--- config.mk ---
export PLATFORM = sky130hd
export DESIGN_NAME = uart_autobaud
export DESIGN_NICKNAME = d
export VERILOG_FILES = /design/src/rtl/uart_pkg.sv /design/src/rtl/sync_2ff.sv /design/src/rtl/uart_autobaud.sv
export SDC_FILE = /design/constraint.sdc
export NUM_CORES = 1
export LEC_CHECK = 0
export CAP_MARGIN = 10
export CORE_ASPECT_RATIO = 2
export CORE_UTILIZATION = 30
export DETAILED_ROUTE_END_ITERATION = 10
export GPL_TIMING_DRIVEN = 0
export HOLD_SLACK_MARGIN = 0.05
export PLACE_DENSITY = 0.46
export SLEW_MARGIN = 10
export SYNTH_ARGS = -nofsm -noshare
export SYNTH_HDL_FRONTEND = slang
export SYNTH_HIERARCHICAL = 1
export SYNTH_SLANG_ARGS = --single-unit
--- constraint.sdc ---
create_clock -name clk -period 3.1 [get_ports clk]
set_input_delay 0.62 -clock clk [delete_from_list [all_inputs] [get_ports clk]]
set_output_delay 0.62 -clock clk [all_outputs]
set_load 0.02 [all_outputs]
--- src/rtl/uart_pkg.sv ---
// Shared UART definitions: auto-baud FSM states and the measurement constants
// for a 0x55 sync character at 16x oversampling.
package uart_pkg;

    typedef enum logic [2:0] {
        IDLE,
        WAIT_HIGH,
        WAIT_START,
        MEASURE,
        CALC,
        ERR
    } state_e;

    localparam int OVERSAMPLE = 16;
    localparam int SYNC_FALLS = 5;
    // Eight bit-times at 16x oversampling: count / (8 * 16) = count >> 7.
    localparam int MEAS_SHIFT = 7;
    localparam int ROUND_ADD  = 64;

endpackage

--- src/rtl/sync_2ff.sv ---
// Generic two-flop synchroniser for a single asynchronous bit.
module sync_2ff #(
    parameter logic RESET_VAL = 1'b0
) (
    input  logic clk,
    input  logic reset,
    input  logic d,
    output logic q
);

    logic meta_q, meta_d;
    logic sync_q, sync_d;

    always_comb begin
        meta_d = d;
        sync_d = meta_q;
    end

    // NOTE: sequential state uses non-blocking assignments so every flop samples pre-edge values.
    always_ff @(posedge clk) begin
        if (!reset) begin
            meta_q <= RESET_VAL;
            sync_q <= RESET_VAL;
        end else begin
            meta_q <= meta_d;
            sync_q <= sync_d;
        end
    end

    assign q = sync_q;

endmodule

--- src/rtl/uart_autobaud.sv ---
// Auto-baud controller: times five falling edges of a 0x55 sync character and
// commits a 16x-oversampling divisor to the baud generator, holding it while busy.
module uart_autobaud
    import uart_pkg::*;
#(
    parameter int                    DVSR_WIDTH   = 8,
    parameter int                    CNT_WIDTH    = DVSR_WIDTH + 7,
    parameter logic [DVSR_WIDTH-1:0] DVSR_DEFAULT = 8'd26
) (
    input  logic                  clk,
    input  logic                  reset,
    input  logic                  start,
    input  logic                  rx,
    output logic [DVSR_WIDTH-1:0] dvsr,
    output logic                  gen_hold,
    output logic                  busy,
    output logic                  done,
    output logic                  err
);

    state_e                state_q, state_d;
    logic [CNT_WIDTH-1:0]  cnt_q, cnt_d;
    logic [2:0]            fall_cnt_q, fall_cnt_d;
    logic [DVSR_WIDTH-1:0] dvsr_q, dvsr_d;
    logic                  busy_q, busy_d;
    logic                  done_q, done_d;
    logic                  err_q, err_d;
    logic                  rx_d_q, rx_d_d;

    logic                  rx_sync;
    logic                  fall;
    logic                  cnt_max;
    logic                  last_fall;
    logic [CNT_WIDTH-1:0]  cnt_inc;
    logic [CNT_WIDTH:0]    round_sum;
    logic [CNT_WIDTH:0]    quot;
    logic                  quot_zero;
    logic [DVSR_WIDTH-1:0] new_dvsr;

    // Line idles high, so reset the RX path high to avoid a phantom falling edge.
    sync_2ff #(
        .RESET_VAL(1'b1)
    ) u_rx_sync (
        .clk  (clk),
        .reset(reset),
        .d    (rx),
        .q    (rx_sync)
    );

    always_comb begin
        rx_d_d    = rx_sync;
        fall      = ~rx_sync & rx_d_q;
        cnt_max   = &cnt_q;
        cnt_inc   = cnt_q + 1'b1;
        last_fall = fall && (fall_cnt_q == 3'(SYNC_FALLS - 1));
        // The division is evaluated on the edge-cycle count so the outcome
        // is registered on entry to CALC/ERR and visible in that state.
        round_sum = {1'b0, cnt_inc} + (CNT_WIDTH + 1)'(ROUND_ADD);
        quot      = round_sum >> MEAS_SHIFT;
        quot_zero = (quot == '0);
        new_dvsr  = DVSR_WIDTH'(quot - 1'b1);
    end

    always_comb begin
        // NOTE: every combinational output gets a default first so no path infers a latch.
        state_d    = state_q;
        cnt_d      = cnt_q;
        fall_cnt_d = fall_cnt_q;
        dvsr_d     = dvsr_q;
        busy_d     = busy_q;
        done_d     = 1'b0;
        err_d      = 1'b0;

        unique case (state_q)
            IDLE: begin
                cnt_d      = '0;
                fall_cnt_d = '0;
                if (start) begin
                    state_d = WAIT_HIGH;
                    busy_d  = 1'b1;
                end
            end
            WAIT_HIGH: begin
                if (rx_sync) state_d = WAIT_START;
            end
            WAIT_START: begin
                if (fall) begin
                    state_d    = MEASURE;
                    cnt_d      = '0;
                    fall_cnt_d = 3'd1;
                end
            end
            MEASURE: begin
                cnt_d = cnt_inc;
                if (fall) fall_cnt_d = fall_cnt_q + 3'd1;
                // Saturation wins over a coincident last edge, keeping q <= 2^DVSR_WIDTH.
                if (cnt_max) begin
                    state_d = ERR;
                    err_d   = 1'b1;
                    busy_d  = 1'b0;
                end else if (last_fall) begin
                    busy_d = 1'b0;
                    if (quot_zero) begin
                        state_d = ERR;
                        err_d   = 1'b1;
                    end else begin
                        state_d = CALC;
                        done_d  = 1'b1;
                        dvsr_d  = new_dvsr;
                    end
                end
            end
            CALC: state_d = IDLE;
            ERR:  state_d = IDLE;
            default: begin
                state_d = IDLE;
                busy_d  = 1'b0;
            end
        endcase
    end

    always_ff @(posedge clk) begin
        if (!reset) begin
            state_q    <= IDLE;
            cnt_q      <= '0;
            fall_cnt_q <= '0;
            dvsr_q     <= DVSR_DEFAULT;
            busy_q     <= 1'b0;
            done_q     <= 1'b0;
            err_q      <= 1'b0;
            rx_d_q     <= 1'b1;
        end else begin
            state_q    <= state_d;
            cnt_q      <= cnt_d;
            fall_cnt_q <= fall_cnt_d;
            dvsr_q     <= dvsr_d;
            busy_q     <= busy_d;
            done_q     <= done_d;
            err_q      <= err_d;
            rx_d_q     <= rx_d_d;
        end
    end

    assign dvsr     = dvsr_q;
    assign busy     = busy_q;
    assign gen_hold = busy_q;
    assign done     = done_q;
    assign err      = err_q;

endmodule

# Yosys cells after proc, flatten, opt, wreduce, memory -nomap -nowiden

Cells that the tools add are included.

Flip-flop bits (word level): 35
Input port bits: 4
Output and inout bits: 12
Logic and storage cells: 66

Add/sub/neg operators: 4
Equality and inequality tests: 11
Multiplexer cells: 20
Bitwise operators: 8
Reductions and logical operators: 13

Operator list:

| operator              | count |
|---|---|
| $pmux 15 s3           | 1 |
| $mux 3                | 7 |
| $add 15x7->16 const B | 1 |
| $logic_not 16->1      | 1 |
| $add 15x1->15 const B | 1 |
| $mux 15               | 1 |
| $reduce_and 15->1     | 1 |
| $pmux 3 s4            | 1 |
| $eq 3x3->1 const B    | 3 |
| $pmux 3 s3            | 1 |
| $mux 1                | 8 |
| $reduce_and 4->1      | 2 |
| $reduce_or 4->1       | 2 |
| $sub 8x1->8 const B   | 1 |
| $not 1->1             | 7 |
| $eq 3x2->1 const B    | 2 |
| $ne 2x2->1 const B    | 3 |
| $reduce_and 3->1      | 2 |
| $reduce_and 2->1      | 2 |
| $add 3x1->3 const B   | 1 |
| $eq 3x1->1 const B    | 1 |
| $logic_not 3->1       | 1 |
| $ne 3x3->1 const B    | 1 |
| $pmux 1 s3            | 1 |
| 4 further kinds       | 4 |

# Depth between registers and ports, before layout

Word-level depth: 7
Depth in mapped cells: 14
Depth with buffers taken out: 13

# Hierarchy

Netlist, hierarchy kept.

Modules (own cells, without submodules):

| module        | instances | cells each | area each (sq um) | seq. area each (sq um) |
|---|---|---|---|---|
| uart_autobaud | 1         | 252        | 2135.8            | 660.6 |
| sync_2ff      | 1         | 4          | 52.6              | 40.0 |

# Worst setup path after synthesis

No wires, ideal clock.

Kind: reg-to-reg
Start point: reg cnt_q[0]
End point: reg dvsr_q[0], in the netlist dvsr[0]
Setup time: 116 ps
Data arrival time: 3134 ps
Data required time: 2984 ps
Path slack: -150 ps
Stages on the path, launching flop included: 14
Buffers on the path: 1
Clock period less this slack: 3250 ps
Cell sequence: dfxtp_1 ha_1 nand3_4 nor2_1 xor2_1 ha_1 xnor3_1 ha_1 nor3b_1 or3b_1 mux2i_1 a21oi_4 buf_6 o211a_1

Word-level cells in the longest chain between the ends: 5
Elaborated cells between the ends (all ways): 8
Classes of those cells: add/sub: 3; bitwise: 2; reduce/logical: 3

RTL lines:

| item                                                  | line                 | source |
|---|---|---|
| start: declaration                                    | uart_autobaud.sv:22  | `logic [CNT_WIDTH-1:0] cnt_q, cnt_d;` |
| start signal: assignment                              | uart_autobaud.sv:134 | `cnt_q <= cnt_d;` |
| branches (longest 5 deep; another with $add 15x7->16) | n/a                  |  |
| end signal: assignment                                | uart_autobaud.sv:136 | `dvsr_q <= dvsr_d;` |
| end: declaration                                      | uart_autobaud.sv:24  | `logic [DVSR_WIDTH-1:0] dvsr_q, dvsr_d;` |

Parallel ways; which one is timed is not known.
A chain may end at the register's enable or synchronous reset.

# Final worst setup path

Start point: reg cnt_q[1]
End point: reg dvsr_q[5], in the netlist dvsr[5]

Same word-level chain as after synthesis.

==> run summary <==
IO buf count: 15
post-synthesis async set-or-reset flop share: 0%
Max Clk Rate: 0.338 GHz
total core area: 0.00699 mm^2
DR vias/cell: 5.07
Finished Core Util: 40.1%
r2r endpoint: dvsr[5]
Tot Pwr: 1.06 mW
Synthesis Warnings: 6
P per Cell Area: 380 mW/mm^2
Worst VDD drop: 330 uV
Net Switching: 0.269 mW
Crit. End Element: flip-flop
Synth Flop Type: dfxtp_1
Mapped Avg Cell Area: 8.55 um^2
Maximum Capacitance Violations: 0
Chip Width: 62.4 um
Final Non-Filler Cells: 378
clock root cell: clkbuf_16
leakage: 1.01 nW
R2R Path Start: cnt_q[1]
placed insts: 361
Yosys cell types: 56
status: completed
Slew headroom: 38.7%
Die ar.: 0.00766 mm^2
Cell Rows: 43
Area contributors post-synth: dfxtp_1 32%, xor2_1 5.2%, nor2b_1 4.0%, xnor2_1 4.0%, nand2_1 3.6%
WHS Path Cells: 1
wirelength, routed: 5730 um
Avg WL per Cell: 15.2 um
Vias: 1916
first-pass GRT wire length: 9450 um
pin count of the biggest net entering global routing: 11
layout cells sized above 1: 18.8%
Int Power: 0.795 mW
Seq/Total Area, Yosys: 32.0%
CP Launch Type: flip-flop
min-delay worst type: reg2reg
grt peak-use layer: met2
worst reg2reg path depth: 13
Worst-Skew Late Latency: 290 ps
final hold vios: 0
post-route cell area: 0.00280 mm^2
Synth Register Bits: 35
final worst path period need: 2960 ps
Hold EP: u_rx_sync/q
grt ovf: 0
Crit Path Category: reg2reg
antenna viol nets, final: 0
Critical Path Fanout Max: 10
die height: 123 um
Hold Slack: 415 ps
# setup viols final: 0
syn_nets: 266
met3 GRT Util: 2.70%
nets@finish: 297
clock sinks: 35
pre-CTS setup slack: -507 ps
I/O Pins: 16
maximum clock path buffer count: 2
htree depth: 2
worst-margin pin slew: 912 ps
total track usage: 16.5%
R2R Setup Slk: 140 ps
final setup TNS: 0 ps
Fillers: 731
DRC violations left: 0
M1 GR Usage: 15.4%
Hold Crit Start: u_rx_sync/meta_q
Post-Syn Instances: 256
total CTS buffers: 5
drt pass-1 iters: 4
worst path arrival time: 3130 ps
vias in the first global route: 1978
top-area cell type share of the netlist area: 32.0%
clock group share of total power: 46.0%
CTS tree: done
PnR worst setup slack: 143 ps
antenna cells: 0
HPWL Detailed: 4100 um
Final period util: 95.4%
DRT iter0 DRCs: 32
GPL Wtd Cong: 0.800
area leader, netlist: dfxtp_1
CTS Hold Buffers Added: 0
Slew Limit Fails: 0
Reg clk slew, reported paths: 50 ps
Combinational Power Share: 10.3%
dpl cell area: 0.00247 mm^2
Initial Util: 31.3%
area of the mapped netlist: 0.00219 mm^2
Flop pwr share: 43.7%
area grow syn2layout: 28.0%
clk_skew: 5.17 ps
Post-synth EDFFs: 0
CP required: 3280 ps
initial antenna violation count: 0
Global Route met2 Usage: 32.2%
Sw Share: 25.3%
## timing repair
item                       4_1_cts  5_1_grt
buffers inserted                 5        5
pin swaps                        5        3
gates resized for setup         12       16
setup endpoints to repair       11       11
## power by group through the flow
stage	clock network, mW	registers (mW)	logic (mW)
6_report	0.490	0.465	0.110
5_1_grt	0.526	0.466	0.125
4_1_cts	0.508	0.466	0.111
2_1_floorplan	0	0.478	0.0709
3_5_place_dp	0	0.478	0.107
3_3_place_gp	0	0.478	0.107
## cells in the final DEF (no fill, tap or decap), types with 7 or more instances in the layout
cell type and count:
dfxtp_1 29, nand2b_1 7, xnor2_1 10, clkbuf_1 11
nand3_1 8, nand2_1 21, a21oi_1 11, and2_1 7
o21ai_0 9, nor2b_1 14, a22oi_1 8, xor2_1 10
clkdlybuf4s50_1 15, nor2_1 18, buf_4 11
## final cells by class
type	instances	area, um^2	share of cell area, %
plain buffers	15	86.3	3.08
well taps	90	113	4.02
repair buffers	25	225	8.04
inverters	6	22.5	0.804
flip-flops and latches	35	716	25.5
clock buffers	7	133	4.73
clock inverters	1	5.00	0.179
multi-input cells	199	1500	53.6
## synth_stat cells, types with 4 or more instances
master	instances
a21oi_1	11
a22oi_1	8
and2_1	7
clkbuf_1	10
dfxtp_1	35
ha_1	6
inv_1	6
mux2i_1	6
nand2_1	21
nand2b_1	7
nand3_1	8
nand4_1	4
nor2_1	21
nor2b_1	14
nor3_1	4
o211a_1	4
o21ai_0	9
o21ai_1	4
xnor2_1	10
xor2_1	13
## critical path: stages, from the launching register on
cell and delay [ps]:
dfxtp_4 400, ha_4 180, nand3_4 100, nor2_4 160
xor2_4 240, ha_4 180, xnor3_1 180, ha_2 180
nor3b_4 180, or3b_4 410, mux2i_4 180, a21oi_4 120
buf_6 160, o211a_1 190
## flip-flops by register name, summed over array words and instances (netlist names)
signal / count
state_q: 3
busy: 1
u_rx_sync/q: 1
dvsr: 8
cnt_q: 15
u_rx_sync/meta_q: 1
rx_d_q: 1
fall_cnt_q: 3
done: 1
err: 1
## per-layer routing
layer	up-vias	wire (um)
li1	969	-
met1	912	2200
met2	23	3210
met3	12	95
met4	0	229
met5	-	0
## how the worst max path moves through the flow
| stage | cells after the start | startpoint | slack, ps | to |
|---|---|---|---|---|
| finish | 13 | cnt_q[1] | 140 | dvsr[5] |
| global route | 14 | cnt_q[2] | -20 | dvsr[2] |
| CTS | 13 | cnt_q[4] | 2 | dvsr[2] |
| detailed placement | 13 | cnt_q[0] | -510 | dvsr[2] |
| global placement | 13 | cnt_q[0] | -520 | dvsr[5] |
| floorplan | 13 | cnt_q[0] | 60 | dvsr[0] |
## cells by family after synthesis
logic type | after synthesis | synth area share [%]
AND/OR/NAND/NOR | 104 | 27.4
AO/OA/AOI/OAI | 59 | 19.4
flip-flops | 35 | 32.0
XOR/XNOR | 24 | 10.2
buffers and inverters | 22 | 4.75
multiplexers | 6 | 2.74
adder cells (fa/ha/maj) | 6 | 3.43
Note: power is estimated with default switching activity, not from simulation.
